==> src/rtl/pll_seq_pkg.sv <==
//------------------------------------------------------------------------------
// Module   : pll_seq_pkg
// Brief    : Shared types and default timing constants for the PLL reset sequencer.
// Revision : 1.0 - initial release
//------------------------------------------------------------------------------
`default_nettype none

package pll_seq_pkg;

    typedef enum logic [1:0] {
        PLLRST    = 2'd0,
        WAIT_LOCK = 2'd1,
        STABLE    = 2'd2,
        RUN       = 2'd3
    } pll_state_t;

    // Defaults assume the 50 MHz board reference clock.
    localparam int unsigned c_def_sync_stages   = 2;
    localparam int unsigned c_def_rst_pulse     = 500;
    localparam int unsigned c_def_lock_timeout  = 5_000_000;
    localparam int unsigned c_def_stable_cycles = 50_000;
    localparam int unsigned c_def_cnt_w         = 23;

    localparam int unsigned c_retry_w = 4;
    localparam logic [c_retry_w-1:0] c_retry_max = '1;

    function automatic logic [c_retry_w-1:0] sat_inc(input logic [c_retry_w-1:0] value);
        return (value == c_retry_max) ? value : value + c_retry_w'(1);
    endfunction

endpackage

`default_nettype wire

==> src/rtl/bit_sync.sv <==
//------------------------------------------------------------------------------
// Module   : bit_sync
// Brief    : Multi-flop single-bit synchronizer, asynchronous active-low reset to 0.
// Revision : 1.0 - initial release
//------------------------------------------------------------------------------
`default_nettype none

module bit_sync #(
    parameter int unsigned STAGES = 2
) (
    input  logic clk,
    input  logic rst_n,
    input  logic i_d,
    output logic o_q
);

    logic [STAGES-1:0] r_sync;

    generate
        if (STAGES == 1) begin : g_single
            always_ff @(posedge clk or negedge rst_n) begin
                if (!rst_n) begin
                    r_sync <= '0;
                end else begin
                    r_sync <= i_d;
                end
            end
        end else begin : g_chain
            always_ff @(posedge clk or negedge rst_n) begin
                if (!rst_n) begin
                    r_sync <= '0;
                end else begin
                    r_sync <= {r_sync[STAGES-2:0], i_d};
                end
            end
        end
    endgenerate

    assign o_q = r_sync[STAGES-1];

endmodule

`default_nettype wire

==> src/rtl/pll_reset_sequencer.sv <==
//------------------------------------------------------------------------------
// Module   : pll_reset_sequencer
// Brief    : Drives the PLL reset, qualifies lock stability and releases the
//            downstream domains; retries the PLL on lock timeout.
// Revision : 1.0 - initial release
//------------------------------------------------------------------------------
`default_nettype none

module pll_reset_sequencer
    import pll_seq_pkg::*;
#(
    parameter int unsigned SYNC_STAGES   = c_def_sync_stages,
    parameter int unsigned RST_PULSE     = c_def_rst_pulse,
    parameter int unsigned LOCK_TIMEOUT  = c_def_lock_timeout,
    parameter int unsigned STABLE_CYCLES = c_def_stable_cycles,
    parameter int unsigned CNT_W         = c_def_cnt_w
) (
    input  logic                 refclk,
    input  logic                 rst_n,
    input  logic                 pll_locked,
    input  logic                 req_reset,
    output logic                 pll_rst,
    output logic                 sys_reset_n,
    output logic                 ready,
    output logic                 lock_lost,
    output logic [c_retry_w-1:0] retry_count
);

    localparam logic [CNT_W-1:0] c_rst_last     = CNT_W'(RST_PULSE - 1);
    localparam logic [CNT_W-1:0] c_timeout_last = CNT_W'(LOCK_TIMEOUT - 1);
    localparam logic [CNT_W-1:0] c_stable_last  = CNT_W'(STABLE_CYCLES - 1);
    localparam logic [CNT_W-1:0] c_one          = CNT_W'(1);

    pll_state_t           r_state;
    logic [CNT_W-1:0]     r_timer;
    logic                 r_pll_rst;
    logic                 r_sys_reset_n;
    logic                 r_ready;
    logic                 r_lock_lost;
    logic [c_retry_w-1:0] r_retry_count;
    logic                 w_lk;

    bit_sync #(
        .STAGES (SYNC_STAGES)
    ) u_lock_sync (
        .clk   (refclk),
        .rst_n (rst_n),
        .i_d   (pll_locked),
        .o_q   (w_lk)
    );

    // One timer is shared by every state; each transition restarts it at 0.
    always_ff @(posedge refclk or negedge rst_n) begin
        if (!rst_n) begin
            r_state       <= PLLRST;
            r_timer       <= '0;
            r_pll_rst     <= 1'b1;
            r_sys_reset_n <= 1'b0;
            r_ready       <= 1'b0;
            r_lock_lost   <= 1'b0;
            r_retry_count <= '0;
        end else begin
            r_lock_lost <= 1'b0;
            case (r_state)
                PLLRST: begin
                    if (r_timer == c_rst_last) begin
                        r_state   <= WAIT_LOCK;
                        r_timer   <= '0;
                        r_pll_rst <= 1'b0;
                    end else begin
                        r_timer <= r_timer + c_one;
                    end
                end
                WAIT_LOCK: begin
                    if (w_lk) begin
                        r_state <= STABLE;
                        r_timer <= '0;
                    end else if (r_timer == c_timeout_last) begin
                        r_retry_count <= sat_inc(r_retry_count);
                        r_state       <= PLLRST;
                        r_timer       <= '0;
                        r_pll_rst     <= 1'b1;
                    end else begin
                        r_timer <= r_timer + c_one;
                    end
                end
                STABLE: begin
                    // Loss of lock outranks both the soft request and the terminal count.
                    if (!w_lk) begin
                        r_state <= WAIT_LOCK;
                        r_timer <= '0;
                    end else if (req_reset) begin
                        r_timer <= '0;
                    end else if (r_timer == c_stable_last) begin
                        r_state       <= RUN;
                        r_timer       <= '0;
                        r_sys_reset_n <= 1'b1;
                        r_ready       <= 1'b1;
                    end else begin
                        r_timer <= r_timer + c_one;
                    end
                end
                RUN: begin
                    if (!w_lk) begin
                        r_state       <= PLLRST;
                        r_timer       <= '0;
                        r_pll_rst     <= 1'b1;
                        r_sys_reset_n <= 1'b0;
                        r_ready       <= 1'b0;
                        r_lock_lost   <= 1'b1;
                    end else if (req_reset) begin
                        r_state       <= STABLE;
                        r_timer       <= '0;
                        r_sys_reset_n <= 1'b0;
                        r_ready       <= 1'b0;
                    end
                end
                default: begin
                    r_state       <= PLLRST;
                    r_timer       <= '0;
                    r_pll_rst     <= 1'b1;
                    r_sys_reset_n <= 1'b0;
                    r_ready       <= 1'b0;
                end
            endcase
        end
    end

    assign pll_rst     = r_pll_rst;
    assign sys_reset_n = r_sys_reset_n;
    assign ready       = r_ready;
    assign lock_lost   = r_lock_lost;
    assign retry_count = r_retry_count;

endmodule

`default_nettype wire
==> config.mk <==
export PLATFORM = sky130hd
export DESIGN_NAME = pll_reset_sequencer
export DESIGN_NICKNAME = d
export VERILOG_FILES = /design/src/rtl/pll_seq_pkg.sv /design/src/rtl/bit_sync.sv /design/src/rtl/pll_reset_sequencer.sv
export SDC_FILE = /design/constraint.sdc
export NUM_CORES = 1
export LEC_CHECK = 0
export ABC_CLOCK_PERIOD_IN_PS = 2500
export CAP_MARGIN = 40
export CORE_MARGIN = 4
export CORE_UTILIZATION = 59
export CTS_BUF_LIST = sky130_fd_sc_hd__clkbuf_4 sky130_fd_sc_hd__clkbuf_8
export DETAILED_ROUTE_END_ITERATION = 8
export PLACE_DENSITY = 0.81
export SLEW_MARGIN = 40
export SYNTH_ARGS = -nofsm -noshare
export SYNTH_HDL_FRONTEND = slang
export SYNTH_SLANG_ARGS = --single-unit
==> constraint.sdc <==
create_clock -name refclk -period 2.5 [get_ports refclk]
set_input_delay 0.5 -clock refclk [delete_from_list [all_inputs] [get_ports refclk]]
set_output_delay 0.5 -clock refclk [all_outputs]
set_load 0.02 [all_outputs]
==> flow_summary_export.csv <==
group,metric,value,unit
setup_path,worstPathArrival,2.29,ns
sta,worst_pin_slew,0.469,ns
sta,rsz0062_at_grt,"no",
logic_synthesis,ys.flop_type,"dfrtp_1",
global_route,grt_pass1_wl,6.75,mm
global_route,grt_pass1_vias,1424,
die,die_w,64.6,µm
detailed_routing,routed_wl,3.73,mm
logic_synthesis,synthMuxAreaShare,0.597,%
logic_synthesis,synth_adder_area_share,1.33,%
die,fp-row-count,20,
sta,fin_ws,0.415,ns
setup_path,worst-path-buf-inv,0,
clock_tree,cts_setup_buffers,0,
die,initial_core_util,61.8,%
finish,layout-drive-gt1-share,14.8,%
die,die-height,64.6,µm
finish,utilization,67.3,%
place,place_congestion,0.920,
clock_tree,clockBufferDepth,2,
finish,area_delta_synth_final,8.95,%
logic_synthesis,syn_avg_cell_area,9.83,µm²
logic_synthesis,synthesis.area,0.00189,mm²
die,coreArea,0.00305,mm²
pwr,p_total,1.26,mW
place,dp_slack,0.219,ns
setup_path,r2r_slack,0.42,ns
setup_path,crit_type,"reg2reg",
sta,fin_crit,2.08,ns
logic_synthesis,netlist_instances,192,
die,die-area,0.00417,mm²
setup_path,path_delay_family,"simple AND/OR/NAND/NOR gates",
logic_synthesis,synth_top_family_by_area,"simple AND/OR/NAND/NOR gates",
global_route,overflow,0,
finish,seq_area,852,µm²
finish,diodes,0,
job,maxCapViolations,0,
detailed_routing,antenna_left,0,
sta,relSlewSlack,68.5,%
clock_tree,htreeDepth,2,
place,hpwl,2.82,mm
clock_tree,clkTransAtPathRegs,0.10,ns
logic_synthesis,synth_edf_count,0,
sta,maxSlewViolCount,0,
detailed_routing,dr.pass1.iters,4,
logic_synthesis,ys_ff_latch,34,
setup_path,worstPathMaxFanout,20,
setup_path,cp-end-kind,"flip-flop",
logic_synthesis,synth_cell_type_count,47,
pwr,power_leakage,0.877,nW
clock_tree,cts_resized,0,
sta,fmax,480,MHz
detailed_routing,vias,1426,
clock_tree,clock_tree.root_cell,"clkbuf_4",
detailed_routing,drc,0,
setup_path,critPathLaunchType,"flip-flop",
finish,final_cell_mix,"dfrtp_1 (33), nor2_1 (20), nand3_1 (14)",
logic_synthesis,synth-xor-area-share,8.36,%
place,portBuffers,11,
finish,fillerInstances,263,
logic_synthesis,synthArstFlopShare,100,%
finish,final_common_cell,"dfrtp_1",
sta,post-route-period-util,83.4,%
detailed_routing,drtIter0Drc,114,
outcome,status,"completed",
place,dp.cells,239,
logic_synthesis,yosysSeqAreaShare,45.2,%
finish,multiInputGateArea,948,µm²
logic_synthesis,yosys.area_share.simple,31.8,%
logic_synthesis,yosys_warnings,0,
logic_synthesis,synth_compound_area_share,8.22,%
detailed_routing,routedWlPerCell,15.1,µm
global_route,antenna_found_initial,0,
sta,setup_viol,0,
clock_tree,cts_hold_buffers,0,
clock_tree,cts_tree,"done",
worst_hold_path,hold_class,"reg2reg",
clock_tree,clock_latency,0.33,ns
setup_path,max_stage_delay,0.44,ns
sta,fin_tns_setup,0,ns
global_route,grt_max_degree,35,
setup_path,worstPathRequired,2.70,ns
global_route,grtUsageTotal,20.9,%
pwr,power_density,611,mW/mm²
finish,fin_cells,247,
detailed_routing,vias_per_cell,5.77,
sta,hold_viol,0,
die,io_pins,12,
logic_synthesis,syn_nets,198,
sta,skew,0.00826,ns
pwr,ir_worst_vdd,0.438,mV
clock_tree,cts_buffers,5,
finish,layout.nets,208,
setup_path,path_cells,"nor3_1 -> nand4_4 -> o31ai_2 -> and4_4 -> nor2_1",
clock_tree,clock_sinks,34,
setup_path,cp_slowest_cell,"dfrtp_1",
==> synthesized netlist by cell type (2+ instances only) <==
master / count / area share, %
or2_2: 2 / 0.66
nor2_1: 20 / 4.0
buf_4: 3 / 1.2
buf_2: 2 / 0.53
or3_1: 4 / 1.3
xor2_1: 11 / 5.1
buf_6: 3 / 1.8
nand4_1: 10 / 3.3
a21oi_1: 6 / 1.6
o21ai_0: 12 / 3.2
ha_1: 2 / 1.3
and3_2: 2 / 0.80
xnor2_1: 7 / 3.2
or4_4: 2 / 1.2
and3_1: 6 / 2.0
nor2_2: 3 / 0.99
nand2_1: 12 / 2.4
nor3_1: 5 / 1.3
dfrtp_1: 33 / 44
nand3_1: 14 / 3.7
and2_1: 2 / 0.66
nor2b_1: 3 / 0.99
and4b_1: 2 / 1.1
inv_1: 3 / 0.60
==> where the power goes <==
| group | total, mW | internal (mW) | switching, mW |
|---|---|---|---|
| Clock | 0.322 | 0.147 | 0.175 |
| Combinational | 0.274 | 0.101 | 0.174 |
| Sequential | 0.660 | 0.594 | 0.0660 |
| Total | 1.26 | 0.842 | 0.415 |
==> cell families (layout without fill, tap and decap cells) <==
logic type	Yosys count	in the layout
AOI/OAI and AO/OA	25	25
xor gates and xnor gates	18	18
adders and majority gates	2	2
buffers and inverters	13	24
DFF	34	34
muxes	1	1
and+or+nand+nor	99	99
==> metal layers <==
metal | track usage (%) | share of wire, % | vias up
met4 | 8.44 | 1.6 | 0
met2 | 32.1 | 45 | 36
li1 | - | - | 697
met1 | 29.3 | 48 | 686
met5 | 0 | 0 | -
met3 | 3.81 | 4.6 | 7
==> registers in the layout (all words and copies together) (netlist names) <==
name	cells
u_lock_sync.r_sync	2
ready	1
lock_lost	1
retry_count	4
pll_rst	1
r_timer	23
r_state	2
==> final cells by class <==
| type | count | area share (%) |
|---|---|---|
| multi-input cells | 145 | 46.1 |
| repair buffers | 13 | 6.09 |
| flip-flops and latches | 34 | 41.4 |
| well taps | 44 | 2.68 |
| clock buffers | 7 | 2.86 |
| inverters | 3 | 0.548 |
| clock inverters | 1 | 0.243 |
==> per-stage QoR <==
step / area, µm² / hold slack, ns
2_1_floorplan: 1890 / 0.204
3_3_place_gp: 1990 / 0.334
3_5_place_dp: 1990 / 0.347
4_1_cts: 2060 / 0.370
5_1_grt: 2060 / 0.388
6_report: 2060 / 0.368
==> path summary, 6_finish.rpt <==
check	start	to	depth (start not counted)
worst max-delay path	r_timer[12]	r_timer[10]	5
worst min-delay path	u_lock_sync.r_sync[0]	u_lock_sync.r_sync[1]	0
worst max register to register	r_timer[12]	r_timer[10]	5
worst min register to register	u_lock_sync.r_sync[0]	u_lock_sync.r_sync[1]	0
max in group asynchronous	rst_n	pll_rst	2
min in group asynchronous	rst_n	lock_lost	2
No activity file was read; power rests on OpenSTA's default activity.
